===== src/rtl/fp_addsub_pipe_if.sv =====
// Operand/result bundle for fp_addsub_pipe: input handshake, output handshake and status flags.
interface fp_addsub_pipe_if #(
  parameter int EXP_W = 5,
  parameter int MAN_W = 10
);
  localparam int W = 1 + EXP_W + MAN_W;

  logic         in_valid;
  logic         in_ready;
  logic [W-1:0] x;
  logic [W-1:0] y;
  logic         add_sub;
  logic         out_valid;
  logic         out_ready;
  logic [W-1:0] r;
  logic         negative;
  logic         zero;
  logic         overflow;
  logic         inf;
  logic         nan;
  logic         subnormal;

  modport master (
    output in_valid, x, y, add_sub, out_ready,
    input  in_ready, out_valid, r, negative, zero, overflow, inf, nan, subnormal
  );

  modport slave (
    input  in_valid, x, y, add_sub, out_ready,
    output in_ready, out_valid, r, negative, zero, overflow, inf, nan, subnormal
  );
endinterface


===== src/rtl/fp_addsub_pipe.sv =====
// 3-stage pipelined floating-point add/subtract (align, add, normalise/round/pack).
// Define FP_ADDSUB_FTZ_EN to flush subnormal inputs and results to signed zero.
module fp_addsub_pipe #(
  parameter int EXP_W = 5,
  parameter int MAN_W = 10
) (
  input logic clk,
  input logic rst,
  fp_addsub_pipe_if.slave bus
);
  localparam int W    = 1 + EXP_W + MAN_W;
  localparam int SW   = MAN_W + 1;  // significand with hidden bit
  localparam int AW   = MAN_W + 3;  // significand + guard + round
  localparam int PW   = MAN_W + 4;  // + sticky
  localparam int SUMW = MAN_W + 5;  // + carry
  localparam logic [EXP_W-1:0] EXP_ONES = '1;
  localparam logic [EXP_W-1:0] EXP_ONE  = {{(EXP_W-1){1'b0}}, 1'b1};
  localparam logic [31:0]      EXP_MAX  = (32'd1 << EXP_W) - 32'd1;

  // Handshake: a transfer happens on a rising edge where valid & ready are both high.
  // The whole pipe advances together; it stalls only when the output holds an unaccepted result.
  logic adv;
  logic out_valid_q;
  assign adv          = ~out_valid_q | bus.out_ready;
  assign bus.in_ready = adv;

  // ---------------- S1: unpack, compare, align ----------------
  logic             xs, ys, x_nan, y_nan, x_inf, y_inf, x_ge;
  logic [EXP_W-1:0] xe, ye, xee, yee, g_exp, l_exp, diff;
  logic [MAN_W-1:0] xm, ym, xm_f, ym_f;
  logic [SW-1:0]    xsig, ysig, g_sig, l_sig;
  logic [AW-1:0]    ext, shifted;
  logic [31:0]      diff_w;
  logic             stk, g_sign;

  always_comb begin
    xs = bus.x[W-1];
    xe = bus.x[W-2:MAN_W];
    xm = bus.x[MAN_W-1:0];
    ys = bus.y[W-1] ^ bus.add_sub;
    ye = bus.y[W-2:MAN_W];
    ym = bus.y[MAN_W-1:0];
    x_nan = (xe == EXP_ONES) && (xm != '0);
    y_nan = (ye == EXP_ONES) && (ym != '0);
    x_inf = (xe == EXP_ONES) && (xm == '0);
    y_inf = (ye == EXP_ONES) && (ym == '0);
`ifdef FP_ADDSUB_FTZ_EN
    xm_f = (xe == '0) ? '0 : xm;
    ym_f = (ye == '0) ? '0 : ym;
`else
    xm_f = xm;
    ym_f = ym;
`endif
    xsig = {xe != '0, xm_f};
    ysig = {ye != '0, ym_f};
    xee  = (xe == '0) ? EXP_ONE : xe;
    yee  = (ye == '0) ? EXP_ONE : ye;
    x_ge = (xee > yee) || ((xee == yee) && (xsig >= ysig));
    g_sign = x_ge ? xs : ys;
    g_exp  = x_ge ? xee : yee;
    g_sig  = x_ge ? xsig : ysig;
    l_exp  = x_ge ? yee : xee;
    l_sig  = x_ge ? ysig : xsig;
    diff   = g_exp - l_exp;
    diff_w = 32'(diff);
    ext    = {l_sig, 2'b00};
    if (diff_w >= 32'(AW)) begin
      shifted = '0;
      stk     = |l_sig;
    end else begin
      shifted = ext >> diff;
      stk     = |(ext & ~({AW{1'b1}} << diff));
    end
  end

  // ---------------- S2: add / subtract ----------------
  logic             s1_valid, s1_sign, s1_eff_sub, s1_nan, s1_inf, s1_inf_sign;
  logic [EXP_W-1:0] s1_exp;
  logic [PW-1:0]    s1_g, s1_l;
  logic [SUMW-1:0]  sum_c;

  always_comb begin
    if (s1_eff_sub) sum_c = {1'b0, s1_g} - {1'b0, s1_l};
    else            sum_c = {1'b0, s1_g} + {1'b0, s1_l};
  end

  // ---------------- S3: normalise, round, pack ----------------
  logic             s2_valid, s2_sign, s2_eff_sub, s2_nan, s2_inf, s2_inf_sign;
  logic [EXP_W-1:0] s2_exp;
  logic [SUMW-1:0]  s2_sum;
  logic [PW-1:0]    m0, m;
  logic [31:0]      lz, sh, exp32, e_n, e_f;
  logic [SW:0]      sig_r;
  logic [SW-1:0]    sig_f;
  logic             round_up, ovf, res_sign;
  logic [W-1:0]     r_c;

  always_comb begin
    m0    = s2_sum[PW-1:0];
    exp32 = 32'(s2_exp);
    lz    = 32'(PW);
    for (int i = 0; i < PW; i++) begin
      if (m0[i]) lz = 32'(PW - 1 - i);
    end
    sh = '0;
    if (s2_sum[SUMW-1]) begin
      m   = {s2_sum[SUMW-1:2], s2_sum[1] | s2_sum[0]};
      e_n = exp32 + 32'd1;
    end else begin
      // Never normalise below exponent 1; stopping there leaves a subnormal.
      sh  = (lz > exp32 - 32'd1) ? exp32 - 32'd1 : lz;
      m   = m0 << sh;
      e_n = exp32 - sh;
    end
    round_up = m[2] & (m[1] | m[0] | m[3]);
    sig_r    = {1'b0, m[PW-1:3]} + {{SW{1'b0}}, round_up};
    if (sig_r[SW]) begin
      sig_f = sig_r[SW:1];
      e_f   = e_n + 32'd1;
    end else begin
      sig_f = sig_r[SW-1:0];
      e_f   = e_n;
    end
    ovf = sig_f[MAN_W] && (e_f >= EXP_MAX);
    // Exact cancellation gives +0; only like-signed zero addition keeps the sign.
    res_sign = (sig_f == '0 && s2_eff_sub) ? 1'b0 : s2_sign;
    if (s2_nan)             r_c = {1'b0, EXP_ONES, {MAN_W{1'b1}}};
    else if (s2_inf)        r_c = {s2_inf_sign, EXP_ONES, {MAN_W{1'b0}}};
    else if (ovf)           r_c = {res_sign, EXP_ONES, {MAN_W{1'b0}}};
    else if (sig_f[MAN_W])  r_c = {res_sign, e_f[EXP_W-1:0], sig_f[MAN_W-1:0]};
`ifdef FP_ADDSUB_FTZ_EN
    else                    r_c = {res_sign, {(EXP_W+MAN_W){1'b0}}};
`else
    else                    r_c = {res_sign, {EXP_W{1'b0}}, sig_f[MAN_W-1:0]};
`endif
  end

  // ---------------- pipeline registers ----------------
  logic [W-1:0] r_q;
  logic         neg_q, zero_q, ovf_q, inf_q, nan_q, sub_q;

  always_ff @(posedge clk) begin
    if (rst) begin
      s1_valid    <= 1'b0;
      s2_valid    <= 1'b0;
      out_valid_q <= 1'b0;
      r_q         <= '0;
      neg_q       <= 1'b0;
      zero_q      <= 1'b0;
      ovf_q       <= 1'b0;
      inf_q       <= 1'b0;
      nan_q       <= 1'b0;
      sub_q       <= 1'b0;
    end else if (adv) begin
      s1_valid    <= bus.in_valid;
      s1_sign     <= g_sign;
      s1_exp      <= g_exp;
      s1_g        <= {g_sig, 3'b000};
      s1_l        <= {shifted, stk};
      s1_eff_sub  <= xs ^ ys;
      s1_nan      <= x_nan | y_nan | (x_inf & y_inf & (xs ^ ys));
      s1_inf      <= x_inf | y_inf;
      s1_inf_sign <= x_inf ? xs : ys;

      s2_valid    <= s1_valid;
      s2_sign     <= s1_sign;
      s2_exp      <= s1_exp;
      s2_sum      <= sum_c;
      s2_eff_sub  <= s1_eff_sub;
      s2_nan      <= s1_nan;
      s2_inf      <= s1_inf;
      s2_inf_sign <= s1_inf_sign;

      out_valid_q <= s2_valid;
      r_q         <= r_c;
      neg_q       <= r_c[W-1];
      zero_q      <= (r_c[W-2:0] == '0);
      ovf_q       <= ovf & ~s2_nan & ~s2_inf;
      inf_q       <= (r_c[W-2:MAN_W] == EXP_ONES) && (r_c[MAN_W-1:0] == '0);
      nan_q       <= (r_c[W-2:MAN_W] == EXP_ONES) && (r_c[MAN_W-1:0] != '0);
      sub_q       <= (r_c[W-2:MAN_W] == '0) && (r_c[MAN_W-1:0] != '0);
    end
  end

  assign bus.out_valid = out_valid_q;
  assign bus.r         = r_q;
  assign bus.negative  = neg_q;
  assign bus.zero      = zero_q;
  assign bus.overflow  = ovf_q;
  assign bus.inf       = inf_q;
  assign bus.nan       = nan_q;
  assign bus.subnormal = sub_q;
endmodule


===== src/flat_wrapper.sv =====
// flat-port wrapper written by rule: the top's interface ports become plain ports
module fp_addsub_pipe_flat 
#(
  parameter int EXP_W = 5,
  parameter int MAN_W = 10
)
  (clk, rst, bus_in_valid, bus_x, bus_y, bus_add_sub, bus_out_ready, bus_in_ready, bus_out_valid, bus_r, bus_negative, bus_zero, bus_overflow, bus_inf, bus_nan, bus_subnormal);
  fp_addsub_pipe_if #(.EXP_W(EXP_W), .MAN_W(MAN_W)) bus_i ();
  input logic clk;
  input logic rst;
  input wire logic [$bits(bus_i.in_valid)-1:0] bus_in_valid;
  input wire logic [$bits(bus_i.x)-1:0] bus_x;
  input wire logic [$bits(bus_i.y)-1:0] bus_y;
  input wire logic [$bits(bus_i.add_sub)-1:0] bus_add_sub;
  input wire logic [$bits(bus_i.out_ready)-1:0] bus_out_ready;
  output wire logic [$bits(bus_i.in_ready)-1:0] bus_in_ready;
  output wire logic [$bits(bus_i.out_valid)-1:0] bus_out_valid;
  output wire logic [$bits(bus_i.r)-1:0] bus_r;
  output wire logic [$bits(bus_i.negative)-1:0] bus_negative;
  output wire logic [$bits(bus_i.zero)-1:0] bus_zero;
  output wire logic [$bits(bus_i.overflow)-1:0] bus_overflow;
  output wire logic [$bits(bus_i.inf)-1:0] bus_inf;
  output wire logic [$bits(bus_i.nan)-1:0] bus_nan;
  output wire logic [$bits(bus_i.subnormal)-1:0] bus_subnormal;
  assign bus_i.in_valid = bus_in_valid;
  assign bus_i.x = bus_x;
  assign bus_i.y = bus_y;
  assign bus_i.add_sub = bus_add_sub;
  assign bus_i.out_ready = bus_out_ready;
  assign bus_in_ready = bus_i.in_ready;
  assign bus_out_valid = bus_i.out_valid;
  assign bus_r = bus_i.r;
  assign bus_negative = bus_i.negative;
  assign bus_zero = bus_i.zero;
  assign bus_overflow = bus_i.overflow;
  assign bus_inf = bus_i.inf;
  assign bus_nan = bus_i.nan;
  assign bus_subnormal = bus_i.subnormal;
  fp_addsub_pipe #(.EXP_W(EXP_W), .MAN_W(MAN_W)) u_core (.clk(clk), .rst(rst), .bus(bus_i));
endmodule

===== config.mk =====
export PLATFORM = sky130hd
export DESIGN_NAME = fp_addsub_pipe_flat
export DESIGN_NICKNAME = d
export VERILOG_FILES = /design/src/rtl/fp_addsub_pipe_if.sv /design/src/rtl/fp_addsub_pipe.sv /design/src/flat_wrapper.sv
export SDC_FILE = /design/constraint.sdc
export NUM_CORES = 1
export LEC_CHECK = 0
export ABC_AREA = 1
export CAP_MARGIN = 10
export CORE_ASPECT_RATIO = 0.6
export CORE_MARGIN = 2
export CORE_UTILIZATION = 55
export CTS_CLUSTER_DIAMETER = 80
export DETAILED_ROUTE_END_ITERATION = 7
export GPL_TIMING_DRIVEN = 0
export PLACE_DENSITY = 0.77
export SETUP_SLACK_MARGIN = 0.02
export SKIP_CTS_REPAIR_TIMING = 1
export SLEW_MARGIN = 40
export SYNTH_ARGS = -nofsm -noshare
export SYNTH_HDL_FRONTEND = slang
export SYNTH_SLANG_ARGS = --single-unit

===== constraint.sdc =====
create_clock -name clk -period 7.8 [get_ports clk]
set_input_delay 1.17 -clock clk [delete_from_list [all_inputs] [get_ports clk]]
set_output_delay 1.17 -clock clk [all_outputs]
set_load 0.005 [all_outputs]

Word level (Yosys, flattened, before mapping)
Index checks and enable logic that the tools add are counted.
- input port bits: 37
- flip-flop bits (word level): 85
- word-level logic and storage cells: 127
- output and inout bits: 24
- $add $sub $neg: 8
- shift-type cells: 3
- $lt $le $gt $ge: 5
- bitwise operators: 20
- multiplexer cells: 34
- reduce and logical (&&, ||, !) cells: 27
- equal/unequal tests: 4
- operator list (cell ; number):
    32-bit two-way mux ; 3
    15-bit two-way mux ; 3
    11-bit two-way mux ; 3
    32-bit by 1-bit adder with 32-bit output (second input constant) ; 1
    32-bit by 5-bit >= comparator with 1-bit output (second input constant) ; 1
    4-bit by 32-bit greater-than comparator with 1-bit output ; 1
    16-bit two-way mux ; 2
    4-bit two-way mux ; 8
    14-bit by 32-bit << shifter with 14-bit output ; 1
    5-bit by 32-bit subtractor with 32-bit output ; 1
    10-bit zero test ; 3
    10-bit nonzero test ; 3
    5-bit two-way mux ; 4
    14-bit by 14-bit adder with 15-bit output ; 1
    5-bit equality test (second input constant) ; 3
    15-bit zero test ; 1
    5-bit zero test ; 3
    14-bit by 14-bit subtractor with 15-bit output ; 1
    14-bit two-way mux ; 1
    13-bit bitwise AND ; 1
    13-bit NOT ; 1
    13-bit OR reduction ; 1
    13-bit by 5-bit << shifter with 13-bit output (first input constant) ; 1
    13-bit by 5-bit >> shifter with 13-bit output ; 1
    other kinds (21) ; 52

Logic depth before layout (Yosys ltp)
Gate-level depths: netlist (run 1).
- depth after elaboration: 30
- depth in mapped cells: 55
- gate-level depth less buffers: 54

Least setup slack after synthesis (run 1)
Ideal clock, no wire load.
- kind: flip-flop to flip-flop
- start: register u_core.s2_sum[2]
- end: register u_core.zero_q, in the netlist u_core.bus.zero
- setup slack: 2240 ps
- period minus slack after synthesis: 5560 ps
- arrival time: 5494 ps
- data required time: 7733 ps
- stages on the path, launching flop included: 51
- path buffers: 1
- library setup time: 67 ps
- cell sequence: edfxtp_1 nor2_1 o21ai_0 nand3_1 nand3_1 nand3_1 nand3_1 nand3_1 inv_1 ha_1 inv_1 nor2_1 o211ai_1 nand2_1 nand3_4 inv_4 nand2_1 a21boi_4 [... 15 more ...] nand4_1 nor3_1 nand4_1 inv_1 o22ai_1 inv_1 nand3_1 nor3_2 nand2_1 nor2_1 nand2_1 nand2_4 nand2_2 nor2_2 nand2_1 nor2_2 nand3_1 a21oi_2
- longest elaborated chain between the ends: 27
- elaborated cells on any way between the ends: 32
- classes of those cells: 3 x add/sub; 2 x order compare; 1 x shift; 21 x mux; 3 x bitwise; 2 x reduce/logical
- RTL lines (what ; line ; RTL):
    start, declared ; fp_addsub_pipe.sv:90 ; logic [SUMW-1:0] s2_sum;
    start signal, assigned ; fp_addsub_pipe.sv:168 ; s2_sum <= sum_c;
    branches (longest 23 deep; another with 4-bit two-way mux) ; n/a ;
    15-bit two-way mux (*) ; fp_addsub_pipe.sv:129 ; else if (ovf) r_c = {res_sign, EXP_ONES, {MAN_W{1'b0}}};
    16-bit two-way mux (*) ; fp_addsub_pipe.sv:128 ; else if (s2_inf) r_c = {s2_inf_sign, EXP_ONES, {MAN_W{1'b0}}};
    16-bit two-way mux (*) ; fp_addsub_pipe.sv:127 ; if (s2_nan) r_c = {1'b0, EXP_ONES, {MAN_W{1'b1}}};
    15-bit zero test (*) ; fp_addsub_pipe.sv:177 ; zero_q <= (r_c[W-2:0] == '0);
    end signal, assigned ; fp_addsub_pipe.sv:177 ;
    end, declared ; fp_addsub_pipe.sv:140 ; logic neg_q, zero_q, ovf_q, inf_q, nan_q, sub_q;
Mark *: on every way between the ends.
A chain may end at the register's enable or synchronous reset.

Worst setup path in the final report (run 1)
- start: register u_core.s2_sum[3]
- end: register u_core.zero_q, in the netlist u_core.bus.zero
- longest elaborated chain between the ends: 26
- elaborated cells on any way between the ends: 31
- classes of those cells: 3 x add/sub; 2 x order compare; 1 x shift; 20 x mux; 3 x bitwise; 2 x reduce/logical
- RTL lines (what ; line):
    branches (longest 22 deep; another with 4-bit by 32-bit greater-than comparator with 1-bit output) ; n/a
    15-bit two-way mux (*) ; fp_addsub_pipe.sv:129
    16-bit two-way mux (*) ; fp_addsub_pipe.sv:128
    16-bit two-way mux (*) ; fp_addsub_pipe.sv:127
    15-bit zero test (*) ; fp_addsub_pipe.sv:177
Marks and branches as above.

==> flow_summary.toml, run 1 <==
[run_status]
outcome = "finished clean"

[critical_path]
cpPeakStageDelay_ns = 0.47
timing_worst_setup_path_type = "reg -> reg"
cpMaxStageDelayCell = "edfxtp_1"
cp.arrival_ns = 7.31
critical_path.endpoint_type = "flop"
worstPathMaxFanout = 10
cp-start-kind = "flop"
timing.critical_path.required_ns = 8.08
worst_path_most_repeated_cell = "nand3_1"

[die]
die_y_um = 99.1
design.die.area_um2 = 16100
fp-row-count = 34
die_extent_in_x_um = 163
core-area_um2 = 14600
ioPinCount = 61
start_util_pct = 56.7

[pwr]
switching_part_of_the_total_power_pct = 47.1
worst_ir_drop_vdd_mv = 0.121
p_per_area_nw_per_um2 = 242
switchingPower_mw = 1.09
power_frac_clock_pct = 19.3
power_frac_seq_pct = 26.4
power.leakage_nw = 4.46
total_power_mw = 2.31
power.combinational.fraction_pct = 54.3
cell_internal_pwr_mw = 1.22

[routing]
drt_iter0_drc = 1069
antenna_violating_nets_post_route = 0
routed_via_density = 5.68
routedWlPerCell_um = 16.1
detail_route.drc_violations = 0
routed_wire_length_um = 24500
routed-via-count = 8666
detail_route.first_pass.iterations = 6

[timing]
grt_setup_unrepaired = "false"
setup_viol = 0
fin_crit_sh_pct = 90.1
final-hold-violation-count = 0
fin_worst_hold_slack_ns = 0.420
worstMarginPinSlew_ns = 0.811
relSlewSlack_pct = 45.4
fin_setup_tns_ns = 0
timing_max_transition_violations_final = 0
clock.fmax_ghz = 0.142
clock-skew-final_ns = 0.0122
timing.final.crit_period_ns = 7.02

[hold_path]
hold_path_class = "reg -> reg"

[logic_synthesis]
post_synthesis_instance_area_um2 = 8300
synthFlopType = "edfxtp_1"
edff_count_synth = 60
average_footprint_of_a_synthesized_cell_um2 = 6.67
yosysMostFrequentCell = "nand2_1"
seq_area_frac_synth_pct = 27.5
yosysWarningCount = 0
synth_area_leaders = "edfxtp_1 22%, nand2_1 14%, ha_1 8.7%"
register_bit_count_reported_by_yosys = 84
synth_area_leader_cell = "edfxtp_1"
synth.top_cells.by_count = "314 x nand2_1, 172 x inv_1, 107 x nor2_1"
synthCells = 1245
synthDistinctLibCells = 57
synthDominantCellAreaShare_pct = 21.7
synth_async_sr_flop_share_pct = 0

[finish]
syn_to_final_growth_pct = 14.9
layout-drive-gt1-share_pct = 6.25
antenna-diode-count = 0
layout.core_utilization_pct = 65.2
fin_nets = 1420

[clock_tree]
htree_levels = 3
cts.sinks = 84
cts_buffers = 9
clk_transition_reported_paths_ns = 0.07
cts_root_buffer = "clkbuf_16"
cts_tree = "done"
insertion_delay_ns = 0.35
cts_buffer_depth = 2

[place]
post-dp-hpwl_um = 19600
finalWeightedCongestion = 0.974
portBuffers = 59

[global_route]
grt_pass1_vias = 7868
global_route.overflow_total = 0
pin_count_of_the_biggest_net_entering_global_routing = 22
first_pass_grt_wire_length_um = 40300
grt_antenna_before_repair = 0
all_layer_gr_usage_pct = 31.3

[flow_run]
max_cap_violations = 0
## sequential cells by signal, summed over array words and instances, names as in the netlist, 5 cells and up
signal / count
u_core.s1_l: 14
u_core.s2_sum: 15
u_core.bus.r: 15
u_core.s1_exp: 5
u_core.s2_exp: 5
u_core.s1_g: 11
## routing by layer
metal | vias to the layer above | share of wire [%] | track usage, %
li1 | 4296 | - | -
met1 | 3900 | 52 | 52.1
met2 | 452 | 36 | 41.1
met3 | 18 | 12 | 7.05
met4 | 0 | 0.55 | 3.95
met5 | - | 0 | 0
## layout by cell type, fill, tap and decap left out, types with 7 or more instances in the layout
| cell type | Yosys | final |
|---|---|---|
| o31ai_1 | 7 | 7 |
| a31oi_1 | 7 | 7 |
| o21ai_0 | 100 | 100 |
| nand3_1 | 106 | 106 |
| or2_2 | 9 | 9 |
| clkdlybuf4s50_1 | 0 | 59 |
| o21bai_1 | 9 | 9 |
| nor4_1 | 8 | 8 |
| nand4_1 | 30 | 30 |
| o211ai_1 | 11 | 11 |
| xnor2_1 | 8 | 8 |
| ha_1 | 58 | 58 |
| nand2_1 | 314 | 314 |
| nor3_1 | 13 | 13 |
| nor2_1 | 107 | 105 |
| o21ai_1 | 8 | 8 |
| clkbuf_16 | 0 | 10 |
| edfxtp_1 | 60 | 60 |
| inv_1 | 172 | 172 |
| clkbuf_1 | 25 | 25 |
| a21oi_1 | 60 | 60 |
| dfxtp_1 | 24 | 24 |
| xor2_1 | 25 | 25 |
## per-stage QoR
step / std cells / setup slack (ns) / instance area [um^2]
2_1_floorplan: 1250 / 2.24 / 8320
3_3_place_gp: 1507 / 0.996 / 9160
3_5_place_dp: 1510 / 1.05 / 9220
4_1_cts: 1526 / 0.988 / 9530
5_1_grt: 1526 / 0.105 / 9540
6_report: 1526 / 0.775 / 9540
## final cells by class
class	count	area, um^2
clock inverters	6	62.6
clock buffers	10	250
well taps	198	248
multi-input cells	945	5160
repair buffers	62	648
fillers	1349	5100
flip-flops and latches	84	2280
inverters	182	688
plain buffers	39	200
## critical path: cells and delay by family (launching register included)
family                     cells  cell delay (ns)
and+or+nand+nor               27             3.62
adders and majority gates      3             0.86
DFF                            1             0.47
AOI/OAI and AO/OA              7             1.19
buffers and inverters          7             0.83
## cell families after synthesis
logic type	count (synthesis)	share of synthesized area [%]
AO/OA/AOI/OAI	227	15.6
XOR/XNOR	33	3.48
adder cells (fa/ha/maj)	60	9.23
buffers and inverters	221	10.7
flip-flops	84	27.5
multiplexers	2	0.241
other	1	0.0452
AND/OR/NAND/NOR	617	33.2
## final timing paths
| kind | depth (start not counted) | endpoint | slack, ns | start |
|---|---|---|---|---|
| worst max-delay path | 44 | u_core.bus.zero$_SDFFE_PP0N_ | 0.78 | u_core.s2_sum[3]$_DFFE_PP_ |
| worst min-delay path | 0 | u_core.s2_exp[0]$_DFFE_PP_ | 0.42 | u_core.s1_exp[0]$_DFFE_PP_ |
| worst max register to register | 44 | u_core.bus.zero$_SDFFE_PP0N_ | 0.78 | u_core.s2_sum[3]$_DFFE_PP_ |
| worst min register to register | 0 | u_core.s2_exp[0]$_DFFE_PP_ | 0.42 | u_core.s1_exp[0]$_DFFE_PP_ |
## power groups by stage
stage | registers, mW | logic, mW | clock network [mW]
final | 0.610 | 1.25 | 0.445
after global routing | 0.616 | 1.40 | 0.468
after CTS | 0.607 | 1.22 | 0.452
after detailed placement | 0.616 | 1.21 | 0
after global placement | 0.617 | 1.18 | 0
after floorplan | 0.597 | 0.886 | 0
Power figures use the tool's default switching activity.
==> run 2: changes to the inputs <==
--- a/config.mk
+++ b/config.mk
@@ -9,11 +9,11 @@
 export CAP_MARGIN = 10
 export CORE_ASPECT_RATIO = 0.6
 export CORE_MARGIN = 2
-export CORE_UTILIZATION = 55
+export CORE_UTILIZATION = 45
 export CTS_CLUSTER_DIAMETER = 80
 export DETAILED_ROUTE_END_ITERATION = 7
 export GPL_TIMING_DRIVEN = 0
-export PLACE_DENSITY = 0.77
+export PLACE_DENSITY = 0.65
 export SETUP_SLACK_MARGIN = 0.02
 export SKIP_CTS_REPAIR_TIMING = 1
 export SLEW_MARGIN = 40
==> flow_summary.toml, run 2 (same netlist as run 1, synthesis figures left out) <==
[pwr]
cell_internal_pwr_mw = 1.20
total_power_mw = 2.29
power.combinational.fraction_pct = 54.6
power.leakage_nw = 4.45
power_frac_clock_pct = 18.8
worst_ir_drop_vdd_mv = 0.109
switching_part_of_the_total_power_pct = 47.4
switchingPower_mw = 1.09
p_per_area_nw_per_um2 = 239
power_frac_seq_pct = 26.6

[die]
die_extent_in_x_um = 179
fp-row-count = 38
design.die.area_um2 = 19600
start_util_pct = 45.9
die_y_um = 109
ioPinCount = 61
core-area_um2 = 18100

[finish]
final_area_um2 = 9580
most-common-layout-cells = "314 x nand2_1, 172 x inv_1, 106 x nor2_1, 106 x nand3_1, 100 x o21ai_0"
instances_no_fill = 1568
multiInputGateArea_um2 = 5150
fillerInstances = 1790
fin_nets = 1420
mostFrequentLayoutCell = "nand2_1"
layout.core_utilization_pct = 53.0
antenna-diode-count = 0
layout-drive-gt1-share_pct = 6.17
syn_to_final_growth_pct = 15.4
layout.area.seq_um2 = 2280

[critical_path]
critical_path.endpoint_type = "flop"
ff2ff_path_depth = 49
worst_path_most_repeated_cell = "nand2_1"
worstPathMaxFanout = 10
timing.critical_path.required_ns = 8.08
cp.arrival_ns = 7.21
cpPeakStageDelay_ns = 0.48
cp-start-kind = "flop"
timing_worst_setup_path_type = "reg -> reg"
setup.reg_to_reg.worst_slack_ns = 0.87
worstReg2RegStart = "u_core.s2_sum[3]$_DFFE_PP_"
cpMaxStageDelayCell = "edfxtp_1"
reg2reg_to = "u_core.bus.zero$_SDFFE_PP0N_"

[timing]
grt_setup_unrepaired = "false"
fin_setup_tns_ns = 0
timing_max_transition_violations_final = 0
clock.fmax_ghz = 0.144
worstMarginPinSlew_ns = 0.723
fin_crit_sh_pct = 88.8
timing.final.crit_period_ns = 6.93
final-hold-violation-count = 0
setup_viol = 0
relSlewSlack_pct = 51.3
clock-skew-final_ns = 0.0151

[clock_tree]
cts_tree = "done"
insertion_delay_ns = 0.35
cts_buffers = 9
cts_buffer_depth = 2
cts_root_buffer = "clkbuf_16"
cts.sinks = 84
clk_transition_reported_paths_ns = 0.07
htree_levels = 3

[global_route]
pin_count_of_the_biggest_net_entering_global_routing = 22
all_layer_gr_usage_pct = 26.3
grt_antenna_before_repair = 0
first_pass_grt_wire_length_um = 40000
grt_pass1_vias = 7504
global_route.overflow_total = 0

[run_status]
outcome = "finished clean"

[hold_path]
hold-path-endpoint = "u_core.s2_sign$_DFFE_PP_"
worst_hold_path.num_cells = 0
holdCritStartpoint = "u_core.s1_sign$_DFFE_PP_"
hold_path_class = "reg -> reg"

[place]
finalWeightedCongestion = 0.956
post-dp-hpwl_um = 20000
place.detailed.instances = 1552
portBuffers = 59
dpl_cell_area_um2 = 9270

[routing]
detail_route.first_pass.iterations = 6
routedWlPerCell_um = 15.7
route.top_layer_used = "met4"
wl_met2_um = 8060
routed-via-count = 8450
drt_iter0_drc = 955
wirelength_met1_um = 13400
antenna_violating_nets_post_route = 0
detail_route.drc_violations = 0
met3RoutedLength_um = 3050
routed_wire_length_um = 24600
routed_via_density = 5.39

[flow_run]
max_cap_violations = 0
==> run 2: cell count changes in the layout (fill, tap and decap cells not counted), sizes merged <==
cell    previous run  this run
inv              184       182
clkbuf            35        34
clkinv             4         7
==> run 2: per-layer routing <==
layer / GRT usage (%) / vias to the layer above
li1: - / 4304
met1: 44.6 / 3769
met2: 30.6 / 362
met3: 8.54 / 15
met4: 3.11 / 0
met5: 0 / -
==> run 2: final cells by class <==
| class | instances | share of cell area, % |
|---|---|---|
| sequential | 84 | 23.8 |
| multi-input combinational | 945 | 53.8 |
| buffer | 39 | 2.09 |
| clock inverter | 7 | 0.849 |
| inverter | 182 | 7.18 |
| timing repair buffer | 62 | 6.77 |
| clock buffer | 9 | 2.35 |
| tap | 240 | 3.13 |
==> run 2: power groups by stage <==
stage / clock [mW] / combinational, mW / sequential, mW
final: 0.430 / 1.25 / 0.609
after global routing: 0.461 / 1.40 / 0.615
after CTS: 0.443 / 1.22 / 0.606
after detailed placement: 0 / 1.21 / 0.616
after global placement: 0 / 1.20 / 0.619
after floorplan: 0 / 0.886 / 0.597
==> run 2: how the worst max path moves through the flow <==
stage                                from                      endpoint  slack, ns
6_report       u_core.s2_sum[3]$_DFFE_PP_  u_core.bus.zero$_SDFFE_PP0N_       0.87
5_1_grt        u_core.s2_sum[3]$_DFFE_PP_  u_core.bus.zero$_SDFFE_PP0N_       0.04
4_1_cts        u_core.s2_sum[3]$_DFFE_PP_  u_core.bus.zero$_SDFFE_PP0N_       1.09
3_5_place_dp   u_core.s2_sum[3]$_DFFE_PP_  u_core.bus.zero$_SDFFE_PP0N_       1.15
3_3_place_gp   u_core.s2_sum[3]$_DFFE_PP_  u_core.bus.zero$_SDFFE_PP0N_       0.99
2_1_floorplan  u_core.s2_sum[2]$_DFFE_PP_  u_core.bus.zero$_SDFFE_PP0N_       2.24
==> run 2: through the flow <==
stage	setup WS (ns)	hold WS, ns
3_3_place_gp	0.985	0.406
4_1_cts	1.09	0.420
5_1_grt	0.0405	0.433
3_5_place_dp	1.15	0.405
2_1_floorplan	2.24	0.400
6_report	0.872	0.420
==> run 2: worst max-delay path, delay by kind of cell (launching register included) <==
family	cells	cell delay [ns]
simple gates	33	4.06
compound gates	5	0.88
fa+ha+maj	3	0.75
buf+inv	8	0.70
flops	1	0.48
==> run 3: changes to the inputs <==
--- a/config.mk
+++ b/config.mk
@@ -6,7 +6,7 @@
 export NUM_CORES = 1
 export LEC_CHECK = 0
 export ABC_AREA = 1
-export CAP_MARGIN = 10
+export CAP_MARGIN = 30
 export CORE_ASPECT_RATIO = 0.6
 export CORE_MARGIN = 2
 export CORE_UTILIZATION = 45
==> results of run 3 <==
No change in the layout: final DEF, timing and power equal those of run 2.
